<file path="config.mk">
export PLATFORM = sky130hd
export DESIGN_NAME = wb_select_stage
export DESIGN_NICKNAME = d
export VERILOG_FILES = /design/src/rtl/wb_pkg.sv /design/src/rtl/wb_load_ext.sv /design/src/rtl/wb_select_stage.sv
export SDC_FILE = /design/constraint.sdc
export NUM_CORES = 1
export LEC_CHECK = 0
export CELL_PAD_IN_SITES_DETAIL_PLACEMENT = 0
export CELL_PAD_IN_SITES_GLOBAL_PLACEMENT = 1
export CORE_MARGIN = 2
export CORE_UTILIZATION = 30
export DETAILED_ROUTE_END_ITERATION = 10
export PLACE_DENSITY = 0.79
export RECOVER_POWER = 50
export SYNTH_ARGS = -nofsm -noshare
export SYNTH_HDL_FRONTEND = slang
export SYNTH_SLANG_ARGS = --single-unit
export TNS_END_PERCENT = 30
</file>
<file path="constraint.sdc">
create_clock -name clk -period 2.68 [get_ports clk]
set_clock_uncertainty 0.15 [all_clocks]
set_input_delay 0.536 -clock clk [delete_from_list [all_inputs] [get_ports clk]]
set_output_delay 0.536 -clock clk [all_outputs]
set_load 0.01 [all_outputs]
</file>
<file path="src/rtl/wb_pkg.sv">
// wb_pkg: shared encodings and types for the writeback-select stage.
package wb_pkg;
  localparam logic [1:0] WB_SRC_ALU = 2'd0;
  localparam logic [1:0] WB_SRC_MEM = 2'd1;
  localparam logic [1:0] WB_SRC_LINK = 2'd2;
  localparam logic [1:0] WB_SRC_IMM = 2'd3;
  localparam logic [2:0] LD_B = 3'b000;
  localparam logic [2:0] LD_H = 3'b001;
  localparam logic [2:0] LD_W = 3'b010;
  localparam logic [2:0] LD_BU = 3'b100;
  localparam logic [2:0] LD_HU = 3'b101;
  typedef enum logic [1:0] {ST_EMPTY, ST_ONE, ST_FULL} wb_state_t;
  // Destination part of a writeback entry; the XLEN-wide data field is added
  // by the stage so the entry width follows its XLEN parameter.
  typedef struct packed {
    logic [4:0] rd;
    logic we;
  } wb_ctl_t;
endpackage

</file>
<file path="src/rtl/wb_load_ext.sv">
// wb_load_ext: combinational load sign/zero extension selected by funct3.
module wb_load_ext import wb_pkg::*; #(
  parameter int XLEN = 32
) (
  input  logic [2:0]      funct3,
  input  logic [XLEN-1:0] din,
  output logic [XLEN-1:0] dout
);
  always_comb
    dout = funct3 == LD_B  ? {{(XLEN-8){din[7]}}, din[7:0]} :
           funct3 == LD_H  ? {{(XLEN-16){din[15]}}, din[15:0]} :
           funct3 == LD_BU ? XLEN'(din[7:0]) :
           funct3 == LD_HU ? XLEN'(din[15:0]) : din;
endmodule

</file>
<file path="src/rtl/wb_select_stage.sv">
// wb_select_stage: registered writeback source select with 2-entry skid buffer
// and retire counter; define WB_LOAD_EXT_EN to extend load data by funct3.
module wb_select_stage import wb_pkg::*; #(
  parameter int XLEN = 32,
  parameter int LINK_INC = 4,
  parameter int CNT_W = 32
) (
  input  logic             clk,
  input  logic             rst_n,
  input  logic             in_valid,
  output logic             in_ready,
  input  logic [1:0]       in_sel,
  input  logic [XLEN-1:0]  in_alu,
  input  logic [XLEN-1:0]  in_mem,
  input  logic [XLEN-1:0]  in_pc,
  input  logic [XLEN-1:0]  in_imm,
  input  logic [2:0]       in_funct3,
  input  logic [4:0]       in_rd,
  input  logic             in_we,
  output logic             out_valid,
  input  logic             out_ready,
  output logic [XLEN-1:0]  out_data,
  output logic [4:0]       out_rd,
  output logic             out_we,
  output logic [CNT_W-1:0] retire_cnt
);
  typedef struct packed {
    logic [XLEN-1:0] data;
    wb_ctl_t ctl;
  } wb_entry_t;
  wb_state_t state, state_n;
  wb_entry_t main_q, skid_q, new_e;
  logic [XLEN-1:0] mem_data;
  logic ready_q, in_xfer, out_xfer, load_main, load_skid, main_from_skid;
`ifdef WB_LOAD_EXT_EN
  wb_load_ext #(.XLEN(XLEN)) u_load_ext (
    .funct3(in_funct3),
    .din(in_mem),
    .dout(mem_data)
  );
`else
  logic unused_funct3;
  assign unused_funct3 = ^in_funct3;
  assign mem_data = in_mem;
`endif
  always_comb begin
    new_e.data = in_sel == WB_SRC_ALU ? in_alu :
                 in_sel == WB_SRC_MEM ? mem_data :
                 in_sel == WB_SRC_LINK ? in_pc + XLEN'(LINK_INC) : in_imm;
    new_e.ctl.rd = in_rd;
    new_e.ctl.we = in_we && in_rd != 5'd0;
  end
  assign in_xfer = in_valid && ready_q;
  assign out_xfer = out_valid && out_ready;
  always_comb begin
    state_n = state;
    load_main = 1'b0;
    load_skid = 1'b0;
    main_from_skid = 1'b0;
    case (state)
      ST_EMPTY: if (in_xfer) begin
        load_main = 1'b1;
        state_n = ST_ONE;
      end
      ST_ONE: if (out_xfer && in_xfer) load_main = 1'b1;
        else if (out_xfer) state_n = ST_EMPTY;
        else if (in_xfer) begin
          load_skid = 1'b1;
          state_n = ST_FULL;
        end
      ST_FULL: if (out_xfer) begin
        main_from_skid = 1'b1;
        state_n = ST_ONE;
      end
      default: state_n = ST_EMPTY;
    endcase
  end
  always_ff @(posedge clk) begin
    if (!rst_n) begin
      state <= ST_EMPTY;
      main_q <= '0;
      skid_q <= '0;
      ready_q <= 1'b0;
      retire_cnt <= '0;
    end else begin
      state <= state_n;
      ready_q <= state_n != ST_FULL;
      if (load_main) main_q <= new_e;
      else if (main_from_skid) main_q <= skid_q;
      if (load_skid) skid_q <= new_e;
      retire_cnt <= retire_cnt + CNT_W'(out_xfer);
    end
  end
  assign in_ready = ready_q;
  assign out_valid = state != ST_EMPTY;
  assign out_data = main_q.data;
  assign out_rd = main_q.ctl.rd;
  assign out_we = main_q.ctl.we;
endmodule

</file>
==> results of run 1 <==
## path summary, 6_finish.rpt
kind                      startpoint                         to  slack [ns]  cells past startpoint
max                         in_pc[3]  out_data[14]$_SDFFE_PN0P_        0.09                      9
min          skid_q[14]$_SDFFE_PN0P_    skid_q[14]$_SDFFE_PN0P_        0.30                      2
max reg2reg      state[1]$_SDFF_PN0_  retire_cnt[30]$_SDFF_PN0_        0.23                      9
min reg2reg  skid_q[14]$_SDFFE_PN0P_    skid_q[14]$_SDFFE_PN0P_        0.30                      2
## layout make-up
class	instances	area, µm²
fillers	1986	10700
multi-input cells	581	3730
clock inverters	6	92.6
well taps	270	338
clock buffers	10	229
repair buffers	305	2850
flip-flops and latches	111	2220
inverters	11	41.3
## kinds of logic (layout without fill, tap and decap cells)
family / after synthesis / after routing / synth area share (%)
xor+xnor: 47 / 47 / 6.70
compound gates: 148 / 148 / 16.2
flops: 111 / 111 / 36.2
simple gates: 350 / 350 / 29.0
mux: 33 / 33 / 7.90
fa+ha+maj: 3 / 3 / 0.611
buf+inv: 56 / 332 / 3.48
## power breakdown
group          total [mW]  switching, mW  internal, mW
Clock                1.46          0.634         0.829
Sequential           1.73         0.0269          1.70
Combinational       0.818          0.362         0.456
## cell usage after synthesis, types with 4 or more instances
cell / instances
sky130_fd_sc_hd__and2_1: 39
sky130_fd_sc_hd__mux2_2: 4
sky130_fd_sc_hd__nand3_1: 49
sky130_fd_sc_hd__buf_1: 4
sky130_fd_sc_hd__o21ai_0: 31
sky130_fd_sc_hd__nor2b_1: 16
sky130_fd_sc_hd__clkbuf_1: 38
sky130_fd_sc_hd__mux4_2: 12
sky130_fd_sc_hd__nor2_1: 27
sky130_fd_sc_hd__nand2_1: 141
sky130_fd_sc_hd__xnor2_1: 27
sky130_fd_sc_hd__o211a_1: 15
sky130_fd_sc_hd__nand4_1: 15
sky130_fd_sc_hd__o22ai_1: 6
sky130_fd_sc_hd__o31ai_1: 5
sky130_fd_sc_hd__and3_1: 14
sky130_fd_sc_hd__o221ai_1: 6
sky130_fd_sc_hd__nor3_1: 13
sky130_fd_sc_hd__o32ai_1: 4
sky130_fd_sc_hd__a21oi_1: 36
sky130_fd_sc_hd__a211o_1: 5
sky130_fd_sc_hd__or3_1: 6
sky130_fd_sc_hd__xor2_1: 20
sky130_fd_sc_hd__dfxtp_1: 111
sky130_fd_sc_hd__a211oi_1: 4
sky130_fd_sc_hd__nor4_1: 4
sky130_fd_sc_hd__mux2i_1: 17
sky130_fd_sc_hd__a21boi_1: 17
sky130_fd_sc_hd__inv_1: 11
## tightest hold or removal path: cells and delay by family (launching register included)
family           cells  cell delay, ns
AND/OR/NAND/NOR      1            0.05
flip-flops           1            0.31
AO/OA/AOI/OAI        1            0.05
## per-layer routing
metal	GRT usage, %	part of all wire, %	vias to the layer above
met2	30.0	45	199
met3	5.03	7.4	24
li1	-	-	3195
met5	0	0	-
met1	24.9	45	2884
met4	6.35	2.1	0
## per-stage QoR
step | utilization (%) | std cells | setup slack (ns) | area (µm²)
global placement | 45.4 | 1276 | -0.394 | 9160
floorplan | - | 748 | 0.0607 | 6140
finish | 47.1 | 1294 | 0.0865 | 9510
global route | 47.1 | 1294 | 0.0392 | 9510
CTS | 47.0 | 1292 | 0.0346 | 9490
detailed placement | 45.4 | 1276 | -0.417 | 9160
## state kept, by name, summed over array words and instances, names as in the netlist
signal and cells:
state 2, skid_q 38, out_data 32, in_ready 1, out_we 1, retire_cnt 32
out_rd 5
## repair_timing
item,4_1_cts,5_1_grt
gates resized for setup,0,7
setup buffers,0,2
setup endpoints to repair,1,6
cloned,0,0
pin swaps,1,5
==> results.cfg, run 1 <==
[run_status]
run_status = completed

[critical_path]
crit_path_max_incr_delay_ns = 0.52
critical_path_fanouts_max = 6
worst_path_max_delay_cell = sky130_fd_sc_hd__mux4_2
worst_ep_arrival_time_ns = 2.69
timing_worst_setup_path_type = in -> reg
worst_setup_path_end_kind = register
critPathLaunchType = input pin
crit_chain = clkdlybuf4s50_1 > ha_2 > nand4_4 > buf_4 > nor4_2 > xor2_1 > mux4_2 > a21oi_1 > nor2b_1
critPathRequiredTime_ns = 2.78
worst_path_dominant_cell_family = buffers and inverters
crit_buf_inv = 2

[cells_and_area]
finalNetCount = 1165
layout_commonest_cell = sky130_fd_sc_hd__clkdlybuf4s50_1
mostFrequentLayoutCells = sky130_fd_sc_hd__clkdlybuf4s50_1, sky130_fd_sc_hd__nand2_1, sky130_fd_sc_hd__dfxtp_1
drive_gt1_share_pct = 14.4
n_antenna_cell = 0
area_delta_synth_final_pct = 54.7

[yosys]
postSynthNetCount = 894
post-synth-top-area-fraction_pct = 36.2
asyncSetResetFlopFracSynth_pct = 0
synth_ff_type = sky130_fd_sc_hd__dfxtp_1
synth_cells = 748
post_synth_main_area_contributors = sky130_fd_sc_hd__dfxtp_1, sky130_fd_sc_hd__nand2_1, sky130_fd_sc_hd__mux4_2, sky130_fd_sc_hd__nand3_1, sky130_fd_sc_hd__and2_1
yosysWarnings = 0
post_synthesis_area_per_instance_um2 = 8.21
synth.distinct_cells = 60
synth-seq-area-share_pct = 36.2
synth_largest_area_cell = sky130_fd_sc_hd__dfxtp_1
number_of_enable_type_register_cells_in_the_synthesized_netlist = 0
ys_ff_latch = 111
synthesis.area_um2 = 6140

[die]
horizontal_die_dimension_um = 147
pin_count = 215
chipHeight_um = 147
die-area_um2 = 21600
core.rowCount = 52
initial_util_pct = 30.5
core_um2 = 20200

[grt]
grt_usage_pct = 18.9
antenna_found_initial = 0
globalRouteOverflowTotal = 0
first_global_vias = 5975
largest_net_degree_at_the_start_of_global_routing = 48
global_route_wire_length_before_repair_um = 32200

[place]
gp_congestion = 0.912
port-buffer-count = 211
hpwlAfterDp_um = 16100

[cts]
ctsLongestPathBuffers = 2
tritoncts = yes
numCtsBuffers = 9
htreeDepth = 3
cts.sink_count = 111
cts_root_buffer = sky130_fd_sc_hd__clkbuf_16
hold_buffers = 0
clk_latency_ns = 0.35
clk_pin_slew_worst_paths_ns = 0.07

[power]
design_power_total_mw = 4.01
p_leak_nw = 3.97
peakVddDrop_uv = 273
cellPowerDensity_nw_per_um2 = 422

[run]
cap_viol_max_count = 0

[worst_hold_path]
worst_hold_path_type = reg -> reg

[timing]
final-setup-viol-count = 0
layout_worst_path_cycle_share_pct = 96.8
rsz0062_at_grt = false
holdWs_ns = 0.305
finalSetupTns_ns = 0
max_freq_mhz = 386
relSlewSlack_pct = 44.7
final-hold-violation-count = 0
layout_min_cycle_time_ns = 2.59
finalMaxSlewViolations = 0
slew_at_the_pin_closest_to_its_max_slew_limit_ns = 0.829

[drt]
drt_drc_violations_left = 0
first_iter_violations = 296
viasPerCell = 4.87
wl_per_cell_um = 15.7
vias = 6302
wl_um = 20300
antenna_violation_net_count_after_detailed_routing = 0
detail_route.first_pass.iterations = 5
Power figures use the tool's default switching activity.
==> run 2: changes to the inputs <==
==> constraint.sdc (replaced) <==
create_clock -name clk -period 2.68 [get_ports clk]
set_clock_uncertainty 0.15 [all_clocks]
set_input_delay 0.536 -clock clk [delete_from_list [all_inputs] [get_ports clk]]
set_output_delay 0.536 -clock clk [all_outputs]
set_load 0.02 [all_outputs]
==> run 2 against run 1 <==
Compared with the run above:
- die area unchanged
- utilization about the same
- flip-flop and latch count unchanged
- worst setup slack got worse by 0.00060 ns
- fmax about the same
- clock-buffer cell count unchanged
- register-to-register slack about the same
- first-iteration DRC count increased by 0.68%
- power increased by 0.90%
- critical path depth unchanged
- via count unchanged
==> results.cfg, run 2 (same netlist as run 1, synthesis figures left out) <==
[run_status]
run_status = completed

[cts]
numCtsBuffers = 9
tritoncts = yes
clk_pin_slew_worst_paths_ns = 0.07
cts.sink_count = 111
hold_buffers = 0
cts_root_buffer = sky130_fd_sc_hd__clkbuf_16
clk_latency_ns = 0.35
htreeDepth = 3
ctsLongestPathBuffers = 2

[critical_path]
worst_setup_path_end_kind = register
crit-reg2reg-capture = retire_cnt[30]$_SDFF_PN0_
ff2ff_path_depth = 9
worst_ep_arrival_time_ns = 2.69
worstReg2RegStart = state[1]$_SDFF_PN0_
critical_path_fanouts_max = 6
critPathRequiredTime_ns = 2.78
setup.reg_to_reg.worst_slack_ns = 0.22
timing_worst_setup_path_type = in -> reg
critPathLaunchType = input pin

[timing]
slew_at_the_pin_closest_to_its_max_slew_limit_ns = 0.828
relSlewSlack_pct = 44.8
max_freq_mhz = 385
timing.final.ws_setup_ns = 0.0859
layout_min_cycle_time_ns = 2.59
final-setup-viol-count = 0
final-hold-violation-count = 0
rsz0062_at_grt = false
layout_worst_path_cycle_share_pct = 96.8
finalMaxSlewViolations = 0

[power]
p_leak_nw = 3.96
design_power_total_mw = 4.05
peakVddDrop_uv = 274
cellPowerDensity_nw_per_um2 = 426

[grt]
global_route_wire_length_before_repair_um = 32200
first_global_vias = 5975
grt_usage_pct = 18.9
globalRouteOverflowTotal = 0
antenna_found_initial = 0
largest_net_degree_at_the_start_of_global_routing = 48

[drt]
first_iter_violations = 298
antenna_violation_net_count_after_detailed_routing = 0
wl_per_cell_um = 15.7
detail_route.first_pass.iterations = 5
vias = 6302
drt_drc_violations_left = 0
viasPerCell = 4.87
wl_um = 20300

[cells_and_area]
final_cell_area_um2 = 9500
layout_commonest_cell = sky130_fd_sc_hd__clkdlybuf4s50_1
n_antenna_cell = 0
filler_cell_count = 1988
layout.core_utilization_pct = 47.1
largest-register = skid_q
area_delta_synth_final_pct = 54.7
drive_gt1_share_pct = 14.3
largest_register_ffs = 38
mostFrequentLayoutCells = sky130_fd_sc_hd__clkdlybuf4s50_1, sky130_fd_sc_hd__nand2_1, sky130_fd_sc_hd__dfxtp_1
finalNetCount = 1165

[worst_hold_path]
worst_hold_path_type = reg -> reg
min_from = skid_q[14]$_SDFFE_PN0P_
hold_path_depth = 2
whs_endpoint = skid_q[14]$_SDFFE_PN0P_

[die]
pin_count = 215
chipHeight_um = 147
core_um2 = 20200
horizontal_die_dimension_um = 147
initial_util_pct = 30.5
die-area_um2 = 21600
core.rowCount = 52

[place]
hpwlAfterDp_um = 16100
place_ws_ns = -0.417
port-buffer-count = 211
placedInstanceArea_um2 = 9160
gp_congestion = 0.912

[run]
cap_viol_max_count = 0
## run 2: cell types whose count changed in the layout (fill, tap and decap cells not counted)
cell	previous run	this run
sky130_fd_sc_hd__clkdlybuf4s50_1	146	148
sky130_fd_sc_hd__dlygate4sd3_1	61	59
sky130_fd_sc_hd__buf_4	88	87
sky130_fd_sc_hd__clkbuf_1	2	3
## run 2: worst max path at each step
stage / startpoint / endpoint / cells past startpoint
6_report: in_pc[3] / out_data[14]$_SDFFE_PN0P_ / 9
5_1_grt: in_pc[2] / skid_q[22]$_SDFFE_PN0P_ / 10
4_1_cts: in_pc[3] / out_data[24]$_SDFFE_PN0P_ / 8
3_5_place_dp: out_ready / retire_cnt[30]$_SDFF_PN0_ / 9
3_3_place_gp: out_ready / retire_cnt[30]$_SDFF_PN0_ / 9
2_1_floorplan: state[1]$_SDFF_PN0_ / retire_cnt[30]$_SDFF_PN0_ / 10
## run 2: layout make-up
cell class / instances / area [µm²] / area share (%)
Tap cell: 270 / 338 / 3.55
Sequential cell: 111 / 2220 / 23.4
Clock inverter: 6 / 92.6 / 0.974
Multi-Input combinational cell: 581 / 3730 / 39.3
Clock buffer: 10 / 229 / 2.41
Inverter: 11 / 41.3 / 0.434
Timing Repair Buffer: 305 / 2850 / 29.9
## run 2: worst max-delay path, cell delays in order
cell and delay [ns]:
sky130_fd_sc_hd__clkdlybuf4s50_1 0.49, sky130_fd_sc_hd__ha_2 0.21, sky130_fd_sc_hd__nand4_4 0.13, sky130_fd_sc_hd__buf_4 0.19, sky130_fd_sc_hd__nor4_2 0.25, sky130_fd_sc_hd__xor2_1 0.14, sky130_fd_sc_hd__mux4_2 0.52, sky130_fd_sc_hd__a21oi_1 0.16
sky130_fd_sc_hd__nor2b_1 0.06
## run 2: power breakdown
group          switching (mW)  internal, mW  total, mW  leakage [nW]
Combinational           0.396         0.457      0.853          2.90
Sequential             0.0269          1.70       1.73         0.902
Clock                   0.636         0.829       1.46         0.155
Total                    1.06          2.99       4.05          3.96
## run 2: metrics by stage
step                hold slack [ns]  std cells  setup TNS, ns
floorplan                     0.281        748              0
global placement              0.290       1276          -3.81
detailed placement            0.295       1276          -4.71
CTS                           0.306       1292              0
global route                  0.322       1294              0
finish                        0.305       1294              0
## run 2: routing by layer
metal | share of wire, % | GRT usage (%) | vias up | routed length, µm
met4 | 2.1 | 6.35 | 0 | 429
met3 | 7.4 | 5.03 | 24 | 1510
met2 | 45 | 30.0 | 198 | 9200
met5 | 0 | 0 | - | 0
met1 | 45 | 24.9 | 2884 | 9180
li1 | - | - | 3196 | -
## run 2: timing repair
action                     in CTS  in global routing
setup endpoints to repair       1                  6
gates resized for setup         0                  7
pin swaps                       1                  5
setup buffers                   0                  2
